**src/rtl/psum_fifo.sv**
```systemverilog
// First-word-fall-through partial-sum FIFO between neighbouring PEs in a column.
// Optional sticky overflow/underflow detection is built when PSUM_FIFO_ERR_EN is defined.
module psum_fifo #(
  parameter int unsigned DATA_WIDTH = 16,
  parameter int unsigned DEPTH      = 16,
  parameter int unsigned AF_MARGIN  = 2
) (
  input  logic                         clk,
  input  logic                         reset,
  input  logic                         clear,
  input  logic                         push,
  input  logic [DATA_WIDTH-1:0]        din,
  output logic                         full,
  output logic                         almost_full,
  input  logic                         pop,
  output logic [DATA_WIDTH-1:0]        dout,
  output logic                         empty,
  output logic [$clog2(DEPTH+1)-1:0]   count,
  output logic                         overflow,
  output logic                         underflow
);

  localparam int unsigned CW = $clog2(DEPTH + 1);
  localparam int unsigned PW = $clog2(DEPTH);

  logic [DATA_WIDTH-1:0] mem [DEPTH];
  logic [PW-1:0]         wp;
  logic [PW-1:0]         rp;
  logic                  push_ok;
  logic                  pop_ok;

  // Status decodes come only from the registered occupancy
  assign full        = (count == CW'(DEPTH));
  assign empty       = (count == CW'(0));
  assign almost_full = (DEPTH - 32'(count)) <= AF_MARGIN;

  // A pop frees the slot a push into a full FIFO needs
  assign pop_ok  = pop & ~empty;
  assign push_ok = push & (~full | pop);

  assign dout = empty ? '0 : mem[rp];

  function automatic logic [PW-1:0] next_ptr(input logic [PW-1:0] p);
    return (p == PW'(DEPTH - 1)) ? '0 : p + PW'(1);
  endfunction

  always_ff @(posedge clk) begin
    if (reset) begin
      wp    <= '0;
      rp    <= '0;
      count <= '0;
    end else if (clear) begin
      wp    <= '0;
      rp    <= '0;
      count <= '0;
    end else begin
      if (push_ok) wp <= next_ptr(wp);
      if (pop_ok)  rp <= next_ptr(rp);
      if (push_ok && !pop_ok)      count <= count + CW'(1);
      else if (pop_ok && !push_ok) count <= count - CW'(1);
    end
  end

  // Storage has no reset; only pointers define validity
  always_ff @(posedge clk) begin
    if (!reset && !clear && push_ok) mem[wp] <= din;
  end

`ifdef PSUM_FIFO_ERR_EN
  always_ff @(posedge clk) begin
    if (reset) begin
      overflow  <= 1'b0;
      underflow <= 1'b0;
    end else if (!clear) begin
      if (push && full && !pop) overflow  <= 1'b1;
      if (pop && empty)         underflow <= 1'b1;
    end
  end
`else
  assign overflow  = 1'b0;
  assign underflow = 1'b0;
`endif

endmodule

```
**config.mk**
```make
export PLATFORM = sky130hd
export DESIGN_NAME = psum_fifo
export DESIGN_NICKNAME = d
export VERILOG_FILES = /design/src/rtl/psum_fifo.sv
export SDC_FILE = /design/constraint.sdc
export NUM_CORES = 1
export LEC_CHECK = 0
export BUFFER_PORTS_ARGS = -buffer_cell sky130_fd_sc_hd__buf_2
export CORE_MARGIN = 3
export CORE_UTILIZATION = 35
export DETAILED_ROUTE_END_ITERATION = 6
export GPL_TIMING_DRIVEN = 0
export PLACE_DENSITY = 0.47
export SLEW_MARGIN = 20
export SYNTH_ARGS = -nofsm -noshare
export SYNTH_HDL_FRONTEND = slang
export SYNTH_SLANG_ARGS = --single-unit
```
**constraint.sdc**
```tcl
create_clock -name clk -period 7.7 [get_ports clk]
set_clock_uncertainty 0.05 [all_clocks]
set_input_delay 0.77 -clock clk [delete_from_list [all_inputs] [get_ports clk]]
set_output_delay 0.77 -clock clk [all_outputs]
set_load 0.05 [all_outputs]
```
[After elaboration in Yosys (flattened, before gate mapping)]
Memories as Yosys holds them, arrays and structs flattened. A register that Yosys moved wholly into a read port is not among the register bits.
Cells that the tools add are included.
Word-level totals
  word-level logic and storage cells: 38
  memory bits (writable): 256
  memories: 1
  input bits: 21
  flip-flop bits (word level): 13
  output and inout port bits: 26
Memories
  mem: depth 16, bits a word 16, rd ports 1, clocked after Yosys merged registers in 1, wr ports 1, RTL line 26  | logic [DATA_WIDTH-1:0] mem [DEPTH];
Operators by class
  add/sub/neg operators: 5
  equal/unequal tests: 3
  bitwise gates (word level): 5
  reduce and logical (&&, ||, !) cells: 11
  order comparisons: 1
  muxes and demuxes: 9
Operators by type and width (number)
  <= comparator 32 x 2 -> 1 bit (second input constant): 1
  two-way mux 16 bit: 1
  two-way mux 4 bit: 4
  two-way mux 5 bit: 2
  adder 4 x 1 -> 4 bit (second input constant): 2
  equality test 4 bit (second input constant): 2
  subtractor 5 x 5 -> 6 bit (first input constant): 1
  adder 5 x 1 -> 5 bit (second input constant): 1
  equality test 5 bit (second input constant): 1
  zero test 5 bit: 1
  subtractor 5 x 1 -> 5 bit (second input constant): 1
  logical AND 1 bit: 4
  zero test 1 bit: 4
  bitwise AND 1 bit: 2
  two-way mux 1 bit: 2
  NOT 1 bit: 2
  nonzero test 2 bit: 1
  OR reduction 2 bit: 1
  bitwise OR 1 bit: 1

[Logic depth before layout (Yosys ltp)]
Gate-level depths: netlist (run 1).
  depth after elaboration: 8
  depth in mapped cells: 14
  gate-level depth less buffers: 14

[Worst setup path before layout (run 1)]
No wires, ideal clock.
  kind: register -> output
  start: reg count[0]
  end: out dout[10]
  stages on the path, launching flop included: 8
  path slack: 3.578 ns
  data required time: 6.880 ns
  path buffers: 1
  arrival: 3.302 ns
  path through: dfxtp_1 inv_1 ha_1 nor3b_1 ha_1 nand2b_1 clkbuf_1 o21ai_0
Between the ends
  word-level cells in the longest chain between the ends: 2
Ends and longest elaborated chain
  from (decl): RTL line 18  | output logic [$clog2(DEPTH+1)-1:0] count,
  from (signal assigned): RTL line 59  | if (push_ok && !pop_ok) count <= count + CW'(1);
  from (signal assigned): RTL line 60  | else if (pop_ok && !push_ok) count <= count - CW'(1);
  zero test 5 bit: RTL line 34  | assign empty = (count == CW'(0));
  named net empty: RTL line 17  | output logic empty,
  two-way mux 16 bit: RTL line 41  | assign dout = empty ? '0 : mem[rp];
  to (decl): RTL line 16  | output logic [DATA_WIDTH-1:0] dout,
The timed path passes the listed nets, and every way through them passes these cells.

[Worst setup path in the final report (run 1)]
  start: reg count[0]
  end: out dout[10]
Between the ends
  word-level cells in the longest chain between the ends: 2
Ends and longest elaborated chain (RTL line)
  zero test 5 bit: 34
  two-way mux 16 bit: 41
Every way passes these cells.

==> impl_metrics.ini, run 1 <==
[outcome]
outcome = completed

[timing]
timing.hold.ws_ps = 441
slew_violations = 0
slew_headroom = 0.392
setup_viol = 0
fin_setup_tns_ps = 0
rsz0062_at_grt = no
fin_ws_ps = 3370
fin_crit_sh = 0.562
hold_violations = 0
finalCriticalPeriod_ps = 4330
tightest_slew_ps = 912
fmax_mhz = 231

[floorplan]
initial_core_util = 0.356
die_w_um = 183
num_rows = 64
num_io_pins = 47
coreArea_um2 = 30700
die_height_um = 183
die_area_um2 = 33500

[synthesis]
synth_mux_area_frac = 0.130
synth_compound_area_frac = 0.0507
netlist_instances = 614
synth_area_um2 = 11000
synth_top_family_by_area = multiplexers
yosys_warnings = 0
ys_seq_elements = 273
synthAdderAreaFrac = 0.0167
synth.distinct_cells = 38
synth_xor_area_frac = 0.00400
ys_async_sr_fraction = 0
synthSimpleGateAreaFrac = 0.0379
ys.flop_type = edfxtp_1
syn-mean-instance-area_um2 = 17.8
yosysSeqAreaShare = 0.733
synth_edf_count = 256

[placed_design]
post-place-ws_ps = 3820
dpl_cell_area_um2 = 11900
portBuffers = 44
dp_hpwl_um = 16300
globalplace.congestion = 0.738
post-place-cells = 1069

[worst_hold_path]
hold_path_depth = 2
min_to = count[4]$_SDFFE_PP0P_
worstHoldPathType = flip-flop to flip-flop
hp-start = count[4]$_SDFFE_PP0P_

[drt]
drc = 0
drt-pass1-iter-count = 5
antenna_left = 0
vias = 5644
drt_iter0_drc = 465
wl_per_cell_um = 21.7
via_per_inst = 5.03
wirelength_um = 24400

[worst_setup_path]
worstReg2RegStart = count[0]$_SDFFE_PP0P_
crit_path_top_delay_cell = clkbuf_1
slowest_delay_ps = 690
ff2ff_setup_slack_ps = 4190
path_class = flip-flop to primary output
startpoint_type = flip-flop
path_cells = inv_1 -> ha_1 -> nor3b_1 -> ha_1 -> nand2b_1 -> clkbuf_1 -> o21ai_0 -> buf_2
arrival_ps = 3510
r2r_end = count[4]$_SDFFE_PP0P_
timing.critical_path.mode_cell = ha_1
reg2reg_depth = 13
worstPathRequired_ps = 6880
end_kind = primary output
crit_fanout = 10

[cts]
clock_path_buffers = 3
cts_buffers = 29
insertion_delay_ps = 530
ctsHtreeMaxLevel = 1
cts_resized = 0
ctsHoldBuffers = 0
path_clk_slew_ps = 60
clock_sinks = 273
root_buffer = clkbuf_16
postCtsSetupRepairBufs = 0
tritoncts = built

[pwr]
pwr-share-comb = 0.128
peakVddDrop_mv = 0.180
p_total_mw = 3.49
power_density_nw_per_um2 = 271
internal_power_mw = 2.62
p_clk_frac = 0.401
seqPwrFrac = 0.470
p_leak_nw = 4.11
power.share.switching = 0.248
p_switching_uw = 866

[grt]
grt_overflow = 0
grt_usage = 0.147
grt_pass1_vias = 5995
antenna_found_initial = 0
grt_pass1_wl_um = 36900
grt_start_max_net_pins = 17

[layout]
layout_commonest_cell = edfxtp_1
instances_no_fill = 1123
final_nets = 739
post-route-util = 0.419
final_area_um2 = 12900
mostFrequentLayoutCells = 256 x edfxtp_1, 84 x mux2i_1, 49 x buf_2
drive_gt1_frac = 0.228
antennaDiodeCount = 0
syn2layout_area_growth_pct = 17.6

[run]
max-cap-violations = 0
==> routing by layer <==
metal	vias to the layer above	track usage	part of all wire
met1	2882	0.193	0.44
met4	0	0.0320	0.021
met3	32	0.0212	0.033
li1	2621	-	-
met2	109	0.261	0.50
met5	-	0	0
==> synthesized netlist by cell type, types with 5 or more instances <==
master	n	area (µm²)
dfxtp_1	17	340
nand2b_1	5	31.3
o21ai_1	10	50.1
nor2_1	29	109
xor2_1	5	43.8
ha_1	13	163
buf_6	6	67.6
nand2_1	22	82.6
buf_2	5	25.0
inv_1	10	37.5
nand3_1	19	95.1
o211ai_1	7	52.6
a21oi_1	12	60.1
o21ai_0	5	25.0
a22oi_1	38	285
edfxtp_1	256	7690
mux4_2	26	586
clkbuf_1	9	33.8
mux2i_1	84	841
==> power groups by stage <==
stage	clock, mW	sequential [mW]	combinational (mW)
3_5_place_dp	0	1.67	0.453
6_report	1.40	1.64	0.448
5_1_grt	1.50	1.64	0.484
2_1_floorplan	0	1.69	0.315
3_3_place_gp	0	1.67	0.445
4_1_cts	1.43	1.64	0.454
==> worst max-delay path by stage <==
stage                                     start                  end  slack [ps]  depth (start not counted)
after floorplan           count[0]$_SDFFE_PP0P_             dout[10]        3580                          7
after global placement    count[0]$_SDFFE_PP0P_  mem[1][6]$_DFFE_PP_        2930                          9
after detailed placement  count[0]$_SDFFE_PP0P_             dout[10]        3820                          8
after CTS                 count[0]$_SDFFE_PP0P_             dout[10]        3220                          8
after global routing      count[0]$_SDFFE_PP0P_              dout[5]        3110                          8
final                     count[0]$_SDFFE_PP0P_             dout[10]        3370                          8
==> worst max-delay path, delay by kind of cell (launching register included) <==
kind	cells	cell delay (ps)
buf+inv	3	1110
flops	1	360
compound gates	1	290
fa+ha+maj	2	520
simple gates	2	680
==> kinds of logic after synthesis <==
family | count (synthesis)
other | 1
xor gates and xnor gates | 5
and+or+nand+nor | 90
muxes | 110
adders and majority gates | 14
AOI/OAI and AO/OA | 80
DFF | 273
buffers and inverters | 41
==> final cells by class <==
class | count | area [µm²]
Multi-Input combinational cell | 301 | 2710
Tap cell | 396 | 495
Inverter | 10 | 37.5
Fill cell | 2772 | 17900
Timing Repair Buffer | 58 | 378
Clock inverter | 15 | 175
Clock buffer | 39 | 793
Sequential cell | 273 | 8030
Buffer | 31 | 263
==> state kept, by name, indices dropped and copies added (netlist names), named ones only <==
register and cells:
mem 256, count 5, rp 4, wp 4
(Power assumes the default switching activity.)
==> inputs of run 2 (changes only) <==
clock period = 4.1 ns   (was 7.7 ns; I/O delays follow)
==> run 2 against run 1 <==
  * Critical path depth increased by 1
  * Global-route usage unchanged
  * Routed wire length unchanged
  * Register-to-register slack got worse by 3600 ps
  * Worst hold slack got worse by 310 ps
  * Clock power increased by 88%
  * Critical endpoint is now dout[15]
==> impl_metrics.ini, run 2 (same netlist as run 1, synthesis figures left out) <==
[outcome]
outcome = completed

[timing]
rsz0062_at_grt = no
setup_viol = 0
fin_crit_sh = 0.892
finalCriticalPeriod_ps = 3660
slew_violations = 0
tightest_slew_ps = 912
slew_headroom = 0.392
fmax_mhz = 274
fin_ws_ps = 445
hold_violations = 0
timing.hold.ws_ps = 131

[drt]
drt-pass1-iter-count = 5
antenna_left = 0
vias = 5644
drc = 0
wl_per_cell_um = 21.7
drt_iter0_drc = 465
via_per_inst = 5.03
wirelength_um = 24400

[cts]
postCtsSetupRepairBufs = 0
insertion_delay_ps = 530
clock_path_buffers = 3
clock_sinks = 273
tritoncts = built
ctsHtreeMaxLevel = 1
ctsHoldBuffers = 0
root_buffer = clkbuf_16
cts_resized = 1
path_clk_slew_ps = 60
cts_buffers = 29

[layout]
antennaDiodeCount = 0
final_nets = 739
fillers = 2771
syn2layout_area_growth_pct = 17.6
mostFrequentLayoutCells = 256 x edfxtp_1, 84 x mux2i_1, 49 x buf_2
drive_gt1_frac = 0.230
top_register = mem
layout_commonest_cell = edfxtp_1
top_regs = mem: 256 flops, count: 5 flops
post-route-util = 0.419
largest_reg_flops = 256
instances_no_fill = 1123

[placed_design]
post-place-cells = 1069
portBuffers = 44
globalplace.congestion = 0.738
post-place-ws_ps = 577
dp_hpwl_um = 16300

[floorplan]
coreArea_um2 = 30700
num_io_pins = 47
die_height_um = 183
initial_core_util = 0.356
die_area_um2 = 33500
die_w_um = 183
num_rows = 64

[grt]
busiest_layer = met2
grt_usage = 0.147
met1_usage = 0.193
grt_start_max_net_pins = 17
grt_use_met3 = 0.0212
antenna_found_initial = 0
grt_pass1_vias = 5995
grt_pass1_wl_um = 36900
met2_usage = 0.261
grt_overflow = 0

[worst_setup_path]
worstPathRequired_ps = 3640
arrival_ps = 3200
startpoint_type = flip-flop
path_class = flip-flop to primary output
crit_fanout = 10
end_kind = primary output

[worst_hold_path]
worstHoldPathType = input port to flip-flop

[pwr]
power_density_nw_per_um2 = 508
peakVddDrop_mv = 0.338
p_total_mw = 6.55
p_leak_nw = 4.11

[run]
max-cap-violations = 0
## run 2: final timing paths
| path | from | end | slack (ps) | cells past startpoint |
|---|---|---|---|---|
| max | count[0]$_SDFFE_PP0P_ | dout[15] | 440 | 9 |
| min | clear | wp[3]$_SDFFE_PP0P_ | 130 | 3 |
| max reg2reg | count[0]$_SDFFE_PP0P_ | count[4]$_SDFFE_PP0P_ | 590 | 13 |
| min reg2reg | count[4]$_SDFFE_PP0P_ | count[4]$_SDFFE_PP0P_ | 440 | 2 |
## run 2: layout make-up
cell class | instances | area, µm² | area share
timing repair buffer | 58 | 378 | 0.0293
multi-input combinational | 301 | 2710 | 0.210
buffer | 31 | 264 | 0.0205
clock inverter | 15 | 175 | 0.0136
inverter | 10 | 37.5 | 0.00291
clock buffer | 39 | 793 | 0.0616
sequential | 273 | 8030 | 0.623
tap | 396 | 495 | 0.0385
## run 2: layer usage
layer | vias to the layer above | part of all wire | wire length (µm)
li1 | 2621 | - | -
met2 | 109 | 0.50 | 12300
met3 | 32 | 0.033 | 813
met4 | 0 | 0.021 | 513
met5 | - | 0 | 0
met1 | 2882 | 0.44 | 10800
## run 2: stage by stage
stage / setup TNS, ps / cell area (µm²)
2_1_floorplan: 0 / 11000
3_3_place_gp: -39330 / 11700
3_5_place_dp: 0 / 11900
4_1_cts: 0 / 12900
5_1_grt: 0 / 12900
6_report: 0 / 12900
## run 2: where the power goes
part | internal (mW) | switching (mW)
combinational | 0.257 | 0.583
sequential | 3.06 | 0.0172
clock | 1.60 | 1.02
## run 2: worst max-delay path, stage by stage, from the launching register on
cell and delay (ps):
dfxtp_1 420, inv_1 130, ha_1 230, nor3b_1 160, ha_1 270, nor2_1 430
buf_2 400, nand3_1 130, o21ai_1 160, buf_2 310
